--- config.mk ---
export PLATFORM = sky130hd
export DESIGN_NAME = core_sequencer
export DESIGN_NICKNAME = d
export VERILOG_FILES = /design/src/rtl/core_pkg.sv /design/src/rtl/op_classifier.sv /design/src/rtl/core_sequencer.sv
export SDC_FILE = /design/constraint.sdc
export NUM_CORES = 1
export LEC_CHECK = 0
export ABC_AREA = 1
export BUFFER_PORTS_ARGS = -buffer_cell sky130_fd_sc_hd__buf_4
export CORE_UTILIZATION = 54
export CTS_CLUSTER_SIZE = 30
export DETAILED_ROUTE_END_ITERATION = 10
export PLACE_DENSITY = 0.77
export SYNTH_ARGS = -nofsm -noshare
export SYNTH_HDL_FRONTEND = slang
export SYNTH_SLANG_ARGS = --single-unit
--- constraint.sdc ---
create_clock -name clk -period 4.5 [get_ports clk]
set_input_delay 0.225 -clock clk [delete_from_list [all_inputs] [get_ports clk]]
set_output_delay 0.225 -clock clk [all_outputs]
set_load 0.005 [all_outputs]
--- src/rtl/core_pkg.sv ---
// rtl/core_pkg.sv - shared state, op-class and dec_op range definitions for the core sequencer and decoder
package core_pkg;

  typedef enum logic [2:0] {
    ST_IDLE,
    ST_FETCH,
    ST_DECODE,
    ST_EXEC,
    ST_MEM,
    ST_WB,
    ST_TRAP
  } state_t;

  typedef enum logic [2:0] {
    CL_ALU,
    CL_LOAD,
    CL_STORE,
    CL_BRANCH,
    CL_JAL,
    CL_LUI,
    CL_ILLEGAL
  } op_class_t;

  localparam logic [5:0] OP_ALU_HI   = 6'h12;
  localparam logic [5:0] OP_LOAD_LO  = 6'h13;
  localparam logic [5:0] OP_LOAD_HI  = 6'h17;
  localparam logic [5:0] OP_STORE_LO = 6'h18;
  localparam logic [5:0] OP_STORE_HI = 6'h1A;
  localparam logic [5:0] OP_BR_LO    = 6'h1B;
  localparam logic [5:0] OP_BR_HI    = 6'h1D;
  localparam logic [5:0] OP_BR_ALT   = 6'h20;
  localparam logic [5:0] OP_JAL      = 6'h21;
  localparam logic [5:0] OP_LUI      = 6'h22;
  localparam logic [5:0] OP_ILLEGAL  = 6'h3F;

endpackage

--- src/rtl/op_classifier.sv ---
// rtl/op_classifier.sv - combinational map from decoder class code to instruction class
module op_classifier
  import core_pkg::*;
(
  input  logic [5:0] dec_op,
  output op_class_t  op_class
);

  always_comb begin
    op_class = CL_ILLEGAL;
    if (dec_op <= OP_ALU_HI)
      op_class = CL_ALU;
    else if (dec_op >= OP_LOAD_LO && dec_op <= OP_LOAD_HI)
      op_class = CL_LOAD;
    else if (dec_op >= OP_STORE_LO && dec_op <= OP_STORE_HI)
      op_class = CL_STORE;
    else if ((dec_op >= OP_BR_LO && dec_op <= OP_BR_HI) || dec_op == OP_BR_ALT)
      op_class = CL_BRANCH;
    else if (dec_op == OP_JAL)
      op_class = CL_JAL;
    else if (dec_op == OP_LUI)
      op_class = CL_LUI;
  end

endmodule

--- src/rtl/core_sequencer.sv ---
// rtl/core_sequencer.sv - multi-cycle fetch/decode/exec/mem/wb sequencer with PC and retire counter
module core_sequencer
  import core_pkg::*;
#(
  parameter logic [31:0] RESET_PC = 32'h0000_0000
) (
  input  logic        clk,
  input  logic        reset,
  input  logic        run,
  output logic        imem_req,
  output logic [31:0] imem_addr,
  input  logic        imem_ack,
  input  logic [31:0] imem_rdata,
  output logic [31:0] ir,
  input  logic [5:0]  dec_op,
  input  logic [31:0] immi,
  input  logic        br_taken,
  output logic        dmem_req,
  output logic        dmem_we,
  input  logic        dmem_ack,
  output logic        rf_we,
  output logic [31:0] pc,
  output logic [31:0] retired,
  output logic        halt
);

  state_t    state_q, state_d;
  op_class_t cls_q, cls_d, exec_cls;
  logic [31:0] pc_q, pc_d, ir_q, ir_d, retired_q, tgt_q, tgt_d;
  logic [31:0] br_tgt, seq_pc;
  logic        ret_inc;

  op_classifier u_op_classifier (
    .dec_op   (dec_op),
    .op_class (exec_cls)
  );

  assign br_tgt = pc_q + immi;
  assign seq_pc = pc_q + 32'd4;

  always_comb begin
    state_d = state_q;
    pc_d    = pc_q;
    ir_d    = ir_q;
    cls_d   = cls_q;
    tgt_d   = tgt_q;
    ret_inc = 1'b0;
    case (state_q)
      ST_IDLE:   if (run) state_d = ST_FETCH;
      ST_FETCH: begin
        if (imem_ack) begin
          ir_d    = imem_rdata;
          state_d = ST_DECODE;
        end
      end
      ST_DECODE: state_d = ST_EXEC;
      ST_EXEC: begin
        // Class and jump target are captured so MEM/WB do not depend on the decoder holding its outputs.
        cls_d = exec_cls;
        tgt_d = br_tgt;
        case (exec_cls)
          CL_ALU, CL_LUI:   state_d = ST_WB;
          CL_LOAD, CL_STORE: state_d = ST_MEM;
          CL_BRANCH: begin
            if (br_taken && br_tgt[1:0] != 2'b00) begin
              state_d = ST_TRAP;
            end else begin
              pc_d    = br_taken ? br_tgt : seq_pc;
              ret_inc = 1'b1;
              state_d = ST_FETCH;
            end
          end
          CL_JAL:  state_d = (br_tgt[1:0] != 2'b00) ? ST_TRAP : ST_WB;
          default: state_d = ST_TRAP;
        endcase
      end
      ST_MEM: begin
        if (dmem_ack) begin
          if (cls_q == CL_STORE) begin
            pc_d    = seq_pc;
            ret_inc = 1'b1;
            state_d = ST_FETCH;
          end else begin
            state_d = ST_WB;
          end
        end
      end
      ST_WB: begin
        pc_d    = (cls_q == CL_JAL) ? tgt_q : seq_pc;
        ret_inc = 1'b1;
        state_d = ST_FETCH;
      end
      ST_TRAP: state_d = ST_TRAP;
      default: state_d = ST_IDLE;
    endcase
  end

  always_ff @(posedge clk or negedge reset) begin
    if (!reset) begin
      state_q   <= ST_IDLE;
      pc_q      <= RESET_PC;
      ir_q      <= 32'h0;
      retired_q <= 32'h0;
      cls_q     <= CL_ALU;
      tgt_q     <= 32'h0;
    end else begin
      state_q <= state_d;
      pc_q    <= pc_d;
      ir_q    <= ir_d;
      cls_q   <= cls_d;
      tgt_q   <= tgt_d;
      if (ret_inc) retired_q <= retired_q + 32'd1;
    end
  end

  assign imem_req  = (state_q == ST_FETCH);
  assign imem_addr = pc_q;
  assign dmem_req  = (state_q == ST_MEM);
  assign dmem_we   = (state_q == ST_MEM) && (cls_q == CL_STORE);
  assign rf_we     = (state_q == ST_WB);
  assign halt      = (state_q == ST_TRAP);
  assign pc        = pc_q;
  assign ir        = ir_q;
  assign retired   = retired_q;

endmodule

---- Yosys cells after proc, flatten, opt, wreduce, memory -nomap -nowiden ----
Cells that the tools add are included.
W data, S select, Z words.
storage, ports and cells
  word-level logic and storage cells ...... 79
  bits of input ports ..................... 76
  flip-flop bits (word level) ............. 134
  output and inout bits ................... 133
operators by class
  order comparisons ....................... 7
  eq/ne operators ......................... 22
  reduce and logical (&&, ||, !) cells .... 15
  add/subtract/negate cells ............... 3
  mux-type cells .......................... 26
operators with widths
  operator                 number
  $mux W32                 6
  $pmux W32 S3             1
  $add A32 B1 Y32 const B  1
  $add A32 B3 Y32 const B  1
  $add A32 B32 Y32         1
  $mux W3                  10
  $le A6 B5 Y1 const B     4
  $pmux W3 S7              1
  $eq A3 B3 Y1 const B     6
  $eq A6 B6 Y1 const B     3
  $ge A6 B5 Y1 const B     3
  $eq A3 B2 Y1 const B     5
  $pmux W3 S4              1
  $eq A3 B1 Y1 const B     2
  $logic_not A3 Y1         2
  $ne A2 B1 Y1 const B     3
  $ne A2 B2 Y1 const B     3
  $logic_and A1 B1 Y1      5
  $reduce_and A5 Y1        1
  $mux W1                  4
  $mux W2                  2
  $reduce_or A2 Y1         2
  $pmux W1 S3              1
  $reduce_and A3 Y1        1
  4 further kinds          4

---- Logic depth before layout (Yosys ltp) ----
Gate-level depths: netlist (run 1).
  word-level depth ........................ 11
  mapped depth ............................ 17
  depth with buffers taken out ............ 17

---- Hierarchy ----
Synthesis (run 1) repeated with hierarchy kept, for this count alone.
unflattened totals
  cells, all modules ...................... 1402
  area, all modules ....................... 9808.2 um2
modules (own cells, without submodules)
  module          cells an instance  instances  sequential area each (um2)  area an instance (um2)
  core_sequencer  1370               1          3353.2                      9643.0
  op_classifier   32                 1          0.0                         165.2

---- Worst setup path before layout (run 1) ----
Ideal clock, no wire load.
  kind .................................... flip-flop to flip-flop
  start ................................... register pc_q[0], in the netlist imem_addr[0]
  end ..................................... register pc_q[10], in the netlist imem_addr[10]
  slack ................................... 2.206 ns
  required time ........................... 4.387 ns
  clock period less this slack ............ 2.294 ns
  buffers on the path ..................... 1
  setup time .............................. 0.113 ns
  cell stages (with the launch flop) ...... 18
  arrival ................................. 2.181 ns
  path through ............................ dfrtp_1 > ha_1 > inv_1 > fa_1 > inv_1 > nor2_1 > nor2_1 > nand2_1 > nand2_1 > nor2_2 > nand2_4 > inv_2 > buf_4 > o21ai_1 > o21ai_0 > o211ai_1 > nand2_1 > inv_1
on the way
  cells in the longest elaborated chain, start to end .. 5
  elaborated cells between the ends (all ways) .. 13
  those cells by class .................... add/sub: 2; eq/ne: 1; mux: 7; reduce/logical: 3
RTL lines
  element                                              line                                        RTL
  start, declared                                      core_sequencer.sv:29                        logic [31:0] pc_q, pc_d, ir_q, ir_d, retired_q, tgt_q, tgt_d;
  start signal, assigned                               core_sequencer.sv:108                       pc_q <= pc_d;
  $add A32 B3 Y32 or $add A32 B32 Y32 (tied branches)  core_sequencer.sv:39, core_sequencer.sv:38
  $mux W32 or $reduce_bool A2 Y1 (tied branches)       core_sequencer.sv:68, core_sequencer.sv:65
  $mux W32 or $logic_and A1 B1 Y1 (tied branches)      core_sequencer.sv:65                        if (br_taken && br_tgt[1:0] != 2'b00) begin
  $mux W32 or $ne A2 B2 Y1 (tied branches)             --
  $pmux W32 S3 or $reduce_and A5 Y1 (tied branches)    --
Parallel ways exist; a longest one is shown, timed or not. The select of a mux whose other input is x is not followed.
A chain may end at the register's enable or synchronous reset.

---- Worst setup path in the final report (run 1) ----
  start ................................... register pc_q[0], in the netlist imem_addr[0]
  end ..................................... register retired_q[14], in the netlist retired[14]
on the way
  cells in the longest elaborated chain, start to end .. 6
RTL lines
  element               line                   RTL
  $add A32 B32 Y32      core_sequencer.sv:38   assign br_tgt = pc_q + immi;
  $reduce_bool A2 Y1    core_sequencer.sv:65
  $logic_and A1 B1 Y1   core_sequencer.sv:65
  $mux W1               core_sequencer.sv:65
  $mux W1               core_sequencer.sv:61   case (exec_cls)
  $pmux W1 S3           core_sequencer.sv:48   case (state_q)
  end signal, assigned  core_sequencer.sv:112  if (ret_inc) retired_q <= retired_q + 32'd1;
  end, declared         core_sequencer.sv:29
Every way passes these cells.

==> results by stage, run 1 <==
Final layout:
- Once layout is complete, the utilization of the core stands at 68.1%.
- The count of filler cells inserted in the layout is 1531.
- The number of antenna diodes is 0.
- The layout overhead on the synthesized area is 22.1%.
- In the final design database the tool counted 1716 nets.
- In the final layout, the share of cells above drive strength 1 is 18.6%.

Clock network:
- The maximum root-to-sink buffer count is 2.
- The clock-pin slew on the worst setup and hold paths is 70 ps.
- The number of gates resized after CTS was 0.
- The clock drives 134 sinks.
- The clock tree root driver cell is sky130_fd_sc_hd__clkbuf_16.
- The clock reaches the later pin of the worst-skew pair after 430 ps.
- The total CTS buffers is 17.
- The H-tree was split into 4 levels.
- In this run the post-CTS setup repair buffer count came out at 0.
- TritonCTS built the clock tree.

Min path:
- The worst hold path belongs to the class input pin to register.

Synth:
- After synthesis, flip-flops and latches occupy 34.4% of the total area.
- After technology mapping, the gate count stands at 1428.
- In the synthesized netlist the async set-or-reset flop fraction comes to 100%.
- The post-synthesis register bit count is 134.
- The number of warnings printed during yosys synthesis is 0.
- Counting flops with a built-in enable in the synthesized netlist gives 0.
- The synthesized design spends more area on one cell type than any other, namely sky130_fd_sc_hd__dfrtp_1.
- The net count of the mapped netlist is 1538.
- In this run, distinct cell masters in the synthesized netlist total 47.
- Averaged over all synthesized cells, the footprint is 6.83 um^2.
- In the synthesized netlist the dominant register cell turns out to be sky130_fd_sc_hd__dfrtp_1.
- In this run the biggest area consumer among cell types represents 34.4% of the synthesized area.
- By area the synthesized netlist is led by sky130_fd_sc_hd__dfrtp_1 34%, sky130_fd_sc_hd__nand2_1 17%, sky130_fd_sc_hd__inv_1 6.8%.
- The area of the mapped netlist is 9750 um^2.
- Ranked by instance count, the synthesized netlist is headed by 452 x sky130_fd_sc_hd__nand2_1, 176 x sky130_fd_sc_hd__inv_1, 146 x sky130_fd_sc_hd__nor2_1, 134 x sky130_fd_sc_hd__dfrtp_1, 110 x sky130_fd_sc_hd__nand3_1.
- The most frequently used cell type in the post-synthesis netlist is sky130_fd_sc_hd__nand2_1.

Routing:
- The count of vias placed by the detailed router is 10114.
- For this block, the routed nets add up to 31000 um of wire.
- The number of vias per cell is 5.48.
- The number of nets with antenna violations after routing is 0.
- After the first detailed-routing iteration, the DRC count stood at 850.
- After detailed routing, the number of remaining DRC violations is 0.
- The count of TritonRoute iterations in the first routing pass is 7.
- The final routed wire length divided by cell count is 16.8 um.

Pwr:
- Dividing total power by cell area gives a power density of 672 nW/um^2.
- For this design the static power due to leakage is 6.32 nW.
- The maximum VDD drop is 0.423 mV.
- After layout, the design draws a total of 0.00801 W.

Run:
- Across the run, the number of max-cap violations was 0.

Status:
- The flow ran to the end, and the final reports show no timing, DRC or antenna violations.

Setup path:
- STA classifies the critical path endpoint as a register.
- The worst setup path is launched from a register.
- STA puts the critical path data arrival time at 3320 ps.
- The required time at the endpoint of the critical path is 4810 ps.
- The critical path is of the register to register type.
- The reg2reg setup slack is 1490 ps.
- The maximum fanout along the worst path is 35.

Placed design:
- The placed wire-length estimate is 23900 um.
- The congestion estimate from routability-driven global placement came to 1.00.
- During placement, the flow inserted port buffers numbering 208.
- Prior to clock tree synthesis, the placed netlist has a worst setup slack of 1560 ps.

Die:
- The initial utilization of the core area, before any placement, comes to 55.8%.
- From bottom edge to top edge, the die measures 136 um.
- The I/O pin count is 209.
- After floorplanning, the core was sized to cover 17500 um^2.
- The standard-cell row count is 48.
- In this run the horizontal extent of the chip is 136 um.
- The die covers 18600 um^2.

Global route:
- The first global-routing pass estimated 47400 um of wire.
- The residual overflow from global routing is 0.
- The via count of the first global-routing pass is 9074.
- Entering global routing, the biggest net connects 99 pins.
- The initial antenna violation count is 0.
- The overall track demand over capacity in global routing is 33.5%.

Timing:
- At the pin with the least slew margin, the transition time is 1080 ps.
- The number of hold violations in the final report is 0.
- The post-route fraction of the period consumed by the critical path is 66.8%.
- For the final routed database, the setup TNS stands at 0 ps.
- The final-report max-slew violation count is 0.
- The worst slew margin relative to its limit is 28.0%.
- Static timing analysis puts the maximum clock frequency at 0.332 GHz.
- Across the routed clock network, the largest skew measured is 11.7 ps.
- The number of setup violations in the final report is 0.
- The clock period minus worst slack is 3010 ps.
- Setup repair after global routing left no endpoint under its margin.
- The post-layout worst setup margin is 1490 ps.
## per-layer routing
metal | GRT usage [%] | share of wire (%)
met2 | 51.9 | 45
met3 | 7.49 | 9.2
met4 | 9.07 | 1.8
met1 | 46.6 | 44
met5 | 0 | 0
## critical path, stage by stage, from the launching register on
cell	delay [ps]
sky130_fd_sc_hd__dfrtp_1	400
sky130_fd_sc_hd__ha_1	190
sky130_fd_sc_hd__inv_1	60
sky130_fd_sc_hd__fa_1	510
sky130_fd_sc_hd__inv_1	60
sky130_fd_sc_hd__nor2_1	150
sky130_fd_sc_hd__nor2_1	80
sky130_fd_sc_hd__nand2_1	60
sky130_fd_sc_hd__nand2_1	80
sky130_fd_sc_hd__nor2_2	170
sky130_fd_sc_hd__nand2_4	70
sky130_fd_sc_hd__inv_2	470
sky130_fd_sc_hd__buf_4	330
sky130_fd_sc_hd__nand3_1	110
sky130_fd_sc_hd__xor2_1	150
## through the flow
stage / std cells / area, um^2 / hold WS (ps)
2_1_floorplan: 1428 / 9750 / -70.6
3_3_place_gp: 1811 / 11300 / 373
3_5_place_dp: 1811 / 11300 / 374
4_1_cts: 1844 / 11900 / 19.9
5_1_grt: 1844 / 11900 / 18.6
6_report: 1844 / 11900 / 25.1
## report_power, final
| group | internal, W | total [W] | switching (W) |
|---|---|---|---|
| Clock | 0.000851 | 0.00142 | 0.000566 |
| Combinational | 0.00178 | 0.00431 | 0.00253 |
| Sequential | 0.00169 | 0.00228 | 0.000586 |
| Total | 0.00432 | 0.00801 | 0.00368 |
## flip-flops by register name (all words and copies together), names as in the netlist
signal	flops
retired	32
tgt_q	32
imem_addr	32
state_q	3
ir	32
cls_q	3
## cells by family (layout without fill, tap and decap cells)
family | count (synthesis) | after routing | synth area share [%]
simple gates | 788 | 788 | 33.8
mux | 32 | 32 | 3.69
xor+xnor | 48 | 48 | 4.31
flops | 134 | 134 | 34.4
fa+ha+maj | 34 | 34 | 4.44
buf+inv | 239 | 430 | 10.7
compound gates | 153 | 153 | 8.68
## final timing paths
path                                from           end  cells after the start
max                         imem_addr[0]   retired[14]                     14
min                        imem_rdata[7]         ir[7]                      2
max reg2reg                 imem_addr[0]   retired[14]                     14
min reg2reg                    tgt_q[17]     tgt_q[17]                      2
max in group asynchronous          reset      tgt_q[9]                      3
min in group asynchronous          reset  imem_addr[8]                      2
## cell usage in the layout (no fill, tap or decap), types with 4 or more instances in the layout
master,count
sky130_fd_sc_hd__a21o_1,4
sky130_fd_sc_hd__a21oi_1,66
sky130_fd_sc_hd__a31oi_1,11
sky130_fd_sc_hd__and3_1,4
sky130_fd_sc_hd__buf_4,214
sky130_fd_sc_hd__clkbuf_16,17
sky130_fd_sc_hd__clkinvlp_4,4
sky130_fd_sc_hd__dfrtp_1,134
sky130_fd_sc_hd__ha_1,33
sky130_fd_sc_hd__inv_1,176
sky130_fd_sc_hd__inv_2,5
sky130_fd_sc_hd__mux2_2,32
sky130_fd_sc_hd__nand2_1,452
sky130_fd_sc_hd__nand3_1,110
sky130_fd_sc_hd__nand3b_1,5
sky130_fd_sc_hd__nand4_1,18
sky130_fd_sc_hd__nor2_1,145
sky130_fd_sc_hd__nor2_2,4
sky130_fd_sc_hd__nor3_1,27
sky130_fd_sc_hd__nor4_1,7
sky130_fd_sc_hd__o21ai_0,48
sky130_fd_sc_hd__o21bai_1,7
sky130_fd_sc_hd__o22ai_1,4
sky130_fd_sc_hd__or2_2,6
sky130_fd_sc_hd__xnor2_1,22
sky130_fd_sc_hd__xor2_1,26
## final cells by class
class | count | area [um^2] | share of cell area (%)
clock inverter | 13 | 146 | 1.23
inverter | 182 | 683 | 5.74
timing repair buffer | 216 | 1630 | 13.7
sequential | 134 | 3350 | 28.2
tap | 225 | 282 | 2.36
clock buffer | 19 | 453 | 3.80
multi-input combinational | 1055 | 5360 | 45.0
## timing repair
item,4_1_cts,5_1_grt
endpoints found under the hold margin,97,0
hold buffers,1,0
endpoints found under the setup margin,0,0
Note: power is estimated with default switching activity, not from simulation.
==> inputs of run 2 (changes only) <==
- ABC_AREA: 1 -> 0
- PLACE_DENSITY: 0.77 -> 0.78
- clock period: 4.5 -> 3.05 ns (I/O delays scaled with it)
==> results by stage, run 2 <==
Status:
- The run finished with clean final reports.

Setup path:
- The beginning of the critical path is imem_addr[6].
- The worst setup path is captured at a register.
- The data arrival at the endpoint of the critical path is 3160 ps (-160 ps).
- In this run the critical register-to-register path is launched from imem_addr[6].
- The worst setup path category is register to register.
- The maximum fanout along the worst path is 5 (-86%).
- The required time at the endpoint of the critical path is 3370 ps (-1440 ps).
- The type of element launching the critical path is a register.

Final layout:
- The count of filler cells inserted in the layout came to 1139 (-26%).
- In the layout the commonest cells are 252 x sky130_fd_sc_hd__buf_4, 134 x sky130_fd_sc_hd__dfrtp_1, 114 x sky130_fd_sc_hd__nand2_1.
- The library cell used most frequently in the layout, excluding fill and tap cells, is sky130_fd_sc_hd__buf_4.
- The multi-input combinational cell area came to 4850 um^2 (-9.5%).
- The fraction of layout instances using a drive strength above 1 is 27.3% (+8.7 points).
- Compared with the post-synthesis result, the final layout area differs by 31.1%.
- The sequential standard cell area is 3350 um^2 (unchanged).
- The post-layout net count is 1319 (-23%).

Die:
- The die area came to 16600 um^2 (-11%).
- The standard-cell row count is 46 (-4.2%).
- The initial core utilization is 55.0% (-0.79 points).
- The I/O pin count was 209 (unchanged).
- The width of the chip came to 129 um (-5.4%).
- The area inside the core boundary came to 15800 um^2 (-9.4%).
- The chip height is 129 um (-5.4%).

Routing:
- The total wirelength of the detailed-routed design is 29500 um (-4.8%).
- The final routed wire length divided by cell count is 20.5 um (+22%).
- The number of DRC violations after detailed routing came to 0 (unchanged).
- The count of vias placed by the detailed router is 8887 (-12%).
- The DRC violation total after the first TritonRoute iteration was 983 (+16%).
- The number of nets with antenna violations after routing came to 0 (unchanged).
- The count of TritonRoute iterations in the first routing pass is 7 (unchanged).
- The number of vias per cell is 6.17 (+12%).

Clock network:
- TritonCTS built the clock tree.
- The number of levels the H-tree was split into is 4 (unchanged).
- The clock-pin slew on the worst setup and hold paths came to 60 ps (about the same).
- The total CTS buffers came to 17 (unchanged).
- The total number of clock tree sinks is 134 (unchanged).
- The clock latency on the worst-skew pair was 440 ps (about the same).
- The clock tree root driver cell is sky130_fd_sc_hd__clkbuf_16.
- The maximum root-to-sink buffer count is 2 (unchanged).

Global route:
- The overall track demand over capacity in global routing came to 36.2% (+2.8 points).
- The via count of the first global-routing pass came to 8428 (-7.1%).
- The initial antenna violation count is 4 (+4).
- The largest net degree at the start of global routing is 59 (-40%).
- The first-pass GRT wire length is 45600 um (-3.6%).
- The residual overflow from global routing is 0 (unchanged).

Min path:
- The worst hold path belongs to the class input pin to register.
- The startpoint of the worst hold path is imem_ack.

Synth:
- Sorting the synthesized cells by area gives the leading types as sky130_fd_sc_hd__dfrtp_1 39%, sky130_fd_sc_hd__nand2_1 4.9%, sky130_fd_sc_hd__ha_1 4.7%.
- The net count of the mapped netlist was 1090 (-29%).
- By instance count, the leading cell after synthesis is sky130_fd_sc_hd__dfrtp_1.
- Counting instances in the post-synthesis netlist gives the leading cell types as 134 x sky130_fd_sc_hd__dfrtp_1, 114 x sky130_fd_sc_hd__nand2_1, 66 x sky130_fd_sc_hd__nor2_1, 63 x sky130_fd_sc_hd__a21oi_1, 62 x sky130_fd_sc_hd__o21ai_0.
- The share of the synthesized area in the top cell type was 38.5% (+4.1 points).
- The count of unique library cells instantiated by Yosys came to 72 (+53%).
- The post-synthesis register bit count was 134 (unchanged).
- The cell taking the most area after synthesis is sky130_fd_sc_hd__dfrtp_1.
- The synthesized area divided by synthesized cell count was 8.89 um^2 (+30%).
- The main flop type after synthesis is sky130_fd_sc_hd__dfrtp_1.
- The sequential share of the synthesized area came to 38.5% (+4.1 points).
- The synthesized instance count came to 980 (-31%).
- The area of the mapped netlist came to 8710 um^2 (-11%).
- The number of synthesized flops with an enable pin is 0 (unchanged).
- The async set or reset register ratio after synthesis was 100% (unchanged).
- The number of warnings printed during yosys synthesis was 0 (unchanged).

Timing:
- The final-report max-slew violation count is 0 (unchanged).
- The post-route fraction of the period consumed by the critical path is 93.0% (+26 points).
- The worst-case clock skew is 8.86 ps (-2.86 ps).
- The worst slew margin relative to its limit is 35.5% (+7.5 points).
- The slew at the pin closest to its max-slew limit is 964 ps (-115 ps).
- The highest achievable clock rate is 0.353 GHz (+6.1%).
- The number of hold violations in the final report is 0 (unchanged).
- The clock period minus worst slack is 2840 ps (-172 ps).
- Setup repair after global routing left no endpoint under its margin.
- The number of setup violations in the final report was 0 (unchanged).
- The final-layout setup total negative slack is 0 ps (unchanged).
- The worst hold-check slack is 21.1 ps (-4.04 ps).

Pwr:
- The total net switching power is 0.00469 W (+27%).
- The relative contribution of combinational cells to total power is 53.1% (-0.7 points).
- The internal power component was 0.00640 W (+48%).
- The net switching fraction of the power came to 42.3% (-3.8 points).
- The areal power density over the cells is 971 nW/um^2 (+44%).
- The maximum VDD drop is 0.544 mV (+29%).
- The relative contribution of the clock network to total power is 19.0% (+1.3 points).
- The register share of total power was 27.9% (-0.6 points).
- The leakage power is 5.35 nW (-15%).

Placed design:
- The placed wire-length estimate is 18800 um (-21%).
- The final estimated routing congestion in global placement is 0.923 (-8.1%).
- The count of port buffers added during placement is 208 (unchanged).

Run:
- The count of maximum capacitance violations came to 0 (unchanged).
## run 2: metal layers
layer,routed length [um],up-vias,GRT usage [%]
met5,30,-,0
li1,-,4004,-
met3,2810,119,9.06
met1,11200,4201,43.0
met2,13900,559,59.3
met4,1590,4,22.3
## run 2: kinds of logic (layout without fill, tap and decap cells)
family	count (synthesis)	after routing	synth area share, %
xor gates and xnor gates	69	69	6.94
muxes	41	41	5.23
adders and majority gates	34	34	4.97
other	0	3	0
buffers and inverters	101	343	5.93
DFF	134	134	38.5
AOI/OAI and AO/OA	246	246	18.4
and+or+nand+nor	355	355	20.0
## run 2: area by class of cell
cell class | instances | area share [%]
Antenna cell | 3 | 0.0657
Clock buffer | 19 | 3.88
Clock inverter | 13 | 1.29
Inverter | 25 | 0.822
Multi-Input combinational cell | 745 | 42.5
Sequential cell | 134 | 29.4
Tap cell | 216 | 2.37
Timing Repair Buffer | 286 | 19.7
## run 2: final timing paths
path / end / slack, ps / cells after the start
worst min register to register: retired[31] / 480 / 1
min in group asynchronous: retired[29] / 320 / 2
worst max register to register: tgt_q[31] / 210 / 8
worst max-delay path: tgt_q[31] / 210 / 8
max in group asynchronous: imem_addr[9] / 1790 / 3
worst min-delay path: state_q[1] / 20 / 3
## run 2: critical path, cell delays in order, from the launching register on
cell	delay (ps)
sky130_fd_sc_hd__dfrtp_1	380
sky130_fd_sc_hd__ha_1	350
sky130_fd_sc_hd__a2111oi_0	430
sky130_fd_sc_hd__o21ai_1	230
sky130_fd_sc_hd__a21oi_2	250
sky130_fd_sc_hd__nor4_1	130
sky130_fd_sc_hd__o31ai_1	600
sky130_fd_sc_hd__mux2i_1	290
sky130_fd_sc_hd__nand2_1	70
## run 2: power by group through the flow
stage	logic [W]	registers (W)	clock network [W]
6_report	0.00588	0.00309	0.00211
5_1_grt	0.00642	0.00316	0.00219
4_1_cts	0.00569	0.00303	0.00209
3_5_place_dp	0.00558	0.00305	0
3_3_place_gp	0.00550	0.00302	0
2_1_floorplan	0.00347	0.00308	0
## run 2: timing repair
item / 4_1_cts / 5_1_grt
endpoints found under the setup margin: 0 / 4
setup buffers: 0 / 1
hold endpoints to repair: 84 / 0
hold buffers: 32 / 0
resized for setup: 0 / 1
## run 2: stage by stage
step           area [um^2]  instances  setup WS, ps  power, W  utilization [%]
2_1_floorplan         8710        980           334   0.00655                -
3_3_place_gp         10500       1373           356   0.00851             66.3
3_5_place_dp         10500       1373           263   0.00863             66.3
4_1_cts              11400       1437           229    0.0108             72.0
5_1_grt              11400       1439          18.2    0.0118             72.1
6_report             11400       1441           214    0.0111             72.2
==> inputs of run 3 (changes only) <==
- CTS_BUF_LIST: default -> sky130_fd_sc_hd__clkbuf_4 sky130_fd_sc_hd__clkbuf_8 sky130_fd_sc_hd__clkbuf_16
- SETUP_SLACK_MARGIN: default -> 0.2
==> results by stage, run 3 (synthesis gave the netlist of run 2 again) <==
Clock network:
- The clock latency on the worst-skew pair was 440 ps (about the same).
- The clock tree root driver cell is sky130_fd_sc_hd__clkbuf_16.
- The number of levels the H-tree was split into is 4 (unchanged).
- TritonCTS built the clock tree.
- The total number of clock tree sinks is 134 (unchanged).
- The maximum root-to-sink buffer count is 2 (unchanged).
- The total CTS buffers came to 17 (unchanged).
- The clock-pin slew on the worst setup and hold paths is 60 ps (about the same).

Timing:
- The post-layout worst setup margin came to 313 ps (+98.7 ps).
- The clock period minus worst slack was 2740 ps (-98.7 ps).
- The slew at the pin closest to its max-slew limit is 971 ps (+6.96 ps).
- The number of setup violations in the final report is 0 (unchanged).
- The worst slew margin relative to its limit is 35.1% (-0.47 points).
- The post-route fraction of the period consumed by the critical path came to 89.7% (-3.2 points).
- The highest achievable clock rate is 0.365 GHz (+3.6%).
- The final-layout setup total negative slack came to 0 ps (unchanged).
- The final-report max-slew violation count was 0 (unchanged).
- Setup repair after global routing could not meet its margin everywhere.
- The number of hold violations in the final report came to 0 (unchanged).
- The worst-case clock skew was 11.9 ps (+3.04 ps).

Setup path:
- The required time at the endpoint of the critical path is 3370 ps (about the same).
- The maximum fanout along the worst path is 7 (+2).
- The endpoint kind of the worst setup timing path is a register.
- The type of element launching the critical path is a register.
- The data arrival at the endpoint of the critical path is 3050 ps (-110 ps).
- The worst setup path category is register to register.

Die:
- The initial core utilization is 55.0% (unchanged).
- The I/O pin count came to 209 (unchanged).
- The standard-cell row count is 46 (unchanged).
- The width of the chip is 129 um (unchanged).
- The die area is 16600 um^2 (unchanged).
- The chip height was 129 um (unchanged).
- The area inside the core boundary was 15800 um^2 (unchanged).

Routing:
- The final routed wire length divided by cell count is 20.3 um (-0.92%).
- The count of TritonRoute iterations in the first routing pass came to 5 (-2).
- The number of vias per cell is 6.11 (-0.86%).
- The number of DRC violations after detailed routing came to 0 (unchanged).
- The count of vias placed by the detailed router is 8835 (-0.59%).
- The total wirelength of the detailed-routed design came to 29300 um (-0.64%).
- The number of nets with antenna violations after routing is 0 (unchanged).
- The DRC violation total after the first TritonRoute iteration was 979 (-0.41%).

Placed design:
- The final estimated routing congestion in global placement was 0.923 (unchanged).
- The pre-CTS setup slack is 263 ps (unchanged).
- The count of port buffers added during placement was 208 (unchanged).
- The placed wire-length estimate is 18800 um (unchanged).

Final layout:
- The commonest non-fill, non-tap cell in the layout is sky130_fd_sc_hd__buf_4.
- In the layout the commonest cells are 256 x sky130_fd_sc_hd__buf_4, 134 x sky130_fd_sc_hd__dfrtp_1, 113 x sky130_fd_sc_hd__nand2_1.
- The fraction of layout instances using a drive strength above 1 is 28.5% (+1.1 points).
- The post-layout net count was 1323 (+0.30%).
- The layout overhead on the synthesized area is 32.2%.

Run:
- The count of maximum capacitance violations is 0 (unchanged).

Global route:
- The initial antenna violation count came to 3 (-1).
- The first-pass GRT wire length is 45500 um (-0.29%).
- The overall track demand over capacity in global routing is 36.1% (-0.11 points).
- The via count of the first global-routing pass is 8421 (-0.083%).
- The residual overflow from global routing is 0 (unchanged).
- The largest net degree at the start of global routing is 59 (unchanged).

Status:
- The run finished with clean final reports.

Pwr:
- The leakage power was 5.40 nW (+0.92%).
- The net switching fraction of the power is 42.1% (-0.13 points).
- The areal power density over the cells is 971 nW/um^2 (about the same).
- The maximum VDD drop is 0.562 mV (+3.3%).
- The power consumption is 0.0112 W (+0.82%).
- The relative contribution of combinational cells to total power is 53.4% (+0.3 points).
- The total net switching power is 0.00471 W (+0.50%).
- The internal power component came to 0.00647 W (+1.1%).
- The register share of total power came to 27.6% (-0.3 points).
- The relative contribution of the clock network to total power is 19.0% (about the same).

Min path:
- The worst hold-check path type is input pin to register.
run 3: cell types whose count changed in the layout (fill, tap and decap cells not counted), sizes merged:
cell	change
buf	+4
run 3: timing repair:
item,in CTS,in global routing
hold endpoints to repair,84,0
endpoints found under the setup margin,0,20
buffers inserted,0,5
hold buffers,32,0
resized for setup,0,15
run 3: metrics by stage:
step	hold slack, ps	instances	area [um^2]	utilization, %
CTS	0.597	1437	11400	72.1
floorplan	-143	980	8710	-
finish	17.0	1445	11500	72.8
global route	46.5	1442	11500	72.7
global placement	269	1373	10500	66.3
detailed placement	267	1373	10500	66.3
run 3: critical path, stage by stage (launching register included):
cell                       delay (ps)
sky130_fd_sc_hd__dfrtp_1          390
sky130_fd_sc_hd__ha_2             210
sky130_fd_sc_hd__inv_1             60
sky130_fd_sc_hd__fa_2             530
sky130_fd_sc_hd__nand2b_1          80
sky130_fd_sc_hd__a21oi_1          150
sky130_fd_sc_hd__buf_4            160
sky130_fd_sc_hd__a21o_1           220
sky130_fd_sc_hd__nand2_1          220
sky130_fd_sc_hd__or3_1            450
sky130_fd_sc_hd__xnor2_1          150
run 3: area by class of cell:
class,count,area [um^2]
multi-input cells,745,4910
well taps,216,270
fillers,1120,4310
diodes,3,7.51
repair buffers,290,2280
inverters,25,93.8
clock buffers,19,447
flip-flops and latches,134,3350
clock inverters,13,148
run 3: worst paths after layout:
path | startpoint | to | slack [ps] | cells past startpoint
worst max register to register | imem_addr[0] | retired[5] | 310 | 10
worst max-delay path | imem_addr[0] | retired[5] | 310 | 10
min in group asynchronous | reset | retired[29] | 320 | 2
max in group asynchronous | reset | tgt_q[0] | 1800 | 3
worst min register to register | retired[31] | retired[31] | 480 | 1
worst min-delay path | imem_ack | state_q[1] | 20 | 3
run 3: power groups by stage:
stage                     Sequential, W  Combinational, W  Clock (W)
after floorplan                 0.00308           0.00347          0
after global placement          0.00302           0.00550          0
after detailed placement        0.00305           0.00558          0
after CTS                       0.00303           0.00569    0.00210
after global routing            0.00318           0.00652    0.00220
final                           0.00309           0.00597    0.00212
run 3: routing by layer:
layer,part of all wire [%],track usage (%),vias to the layer above,wire length [um]
met2,47,59.0,539,13700
met5,0.041,0,-,12
met3,9.1,8.73,127,2680
li1,-,-,4015,-
met1,38,43.0,4152,11200
met4,5.8,22.7,2,1710
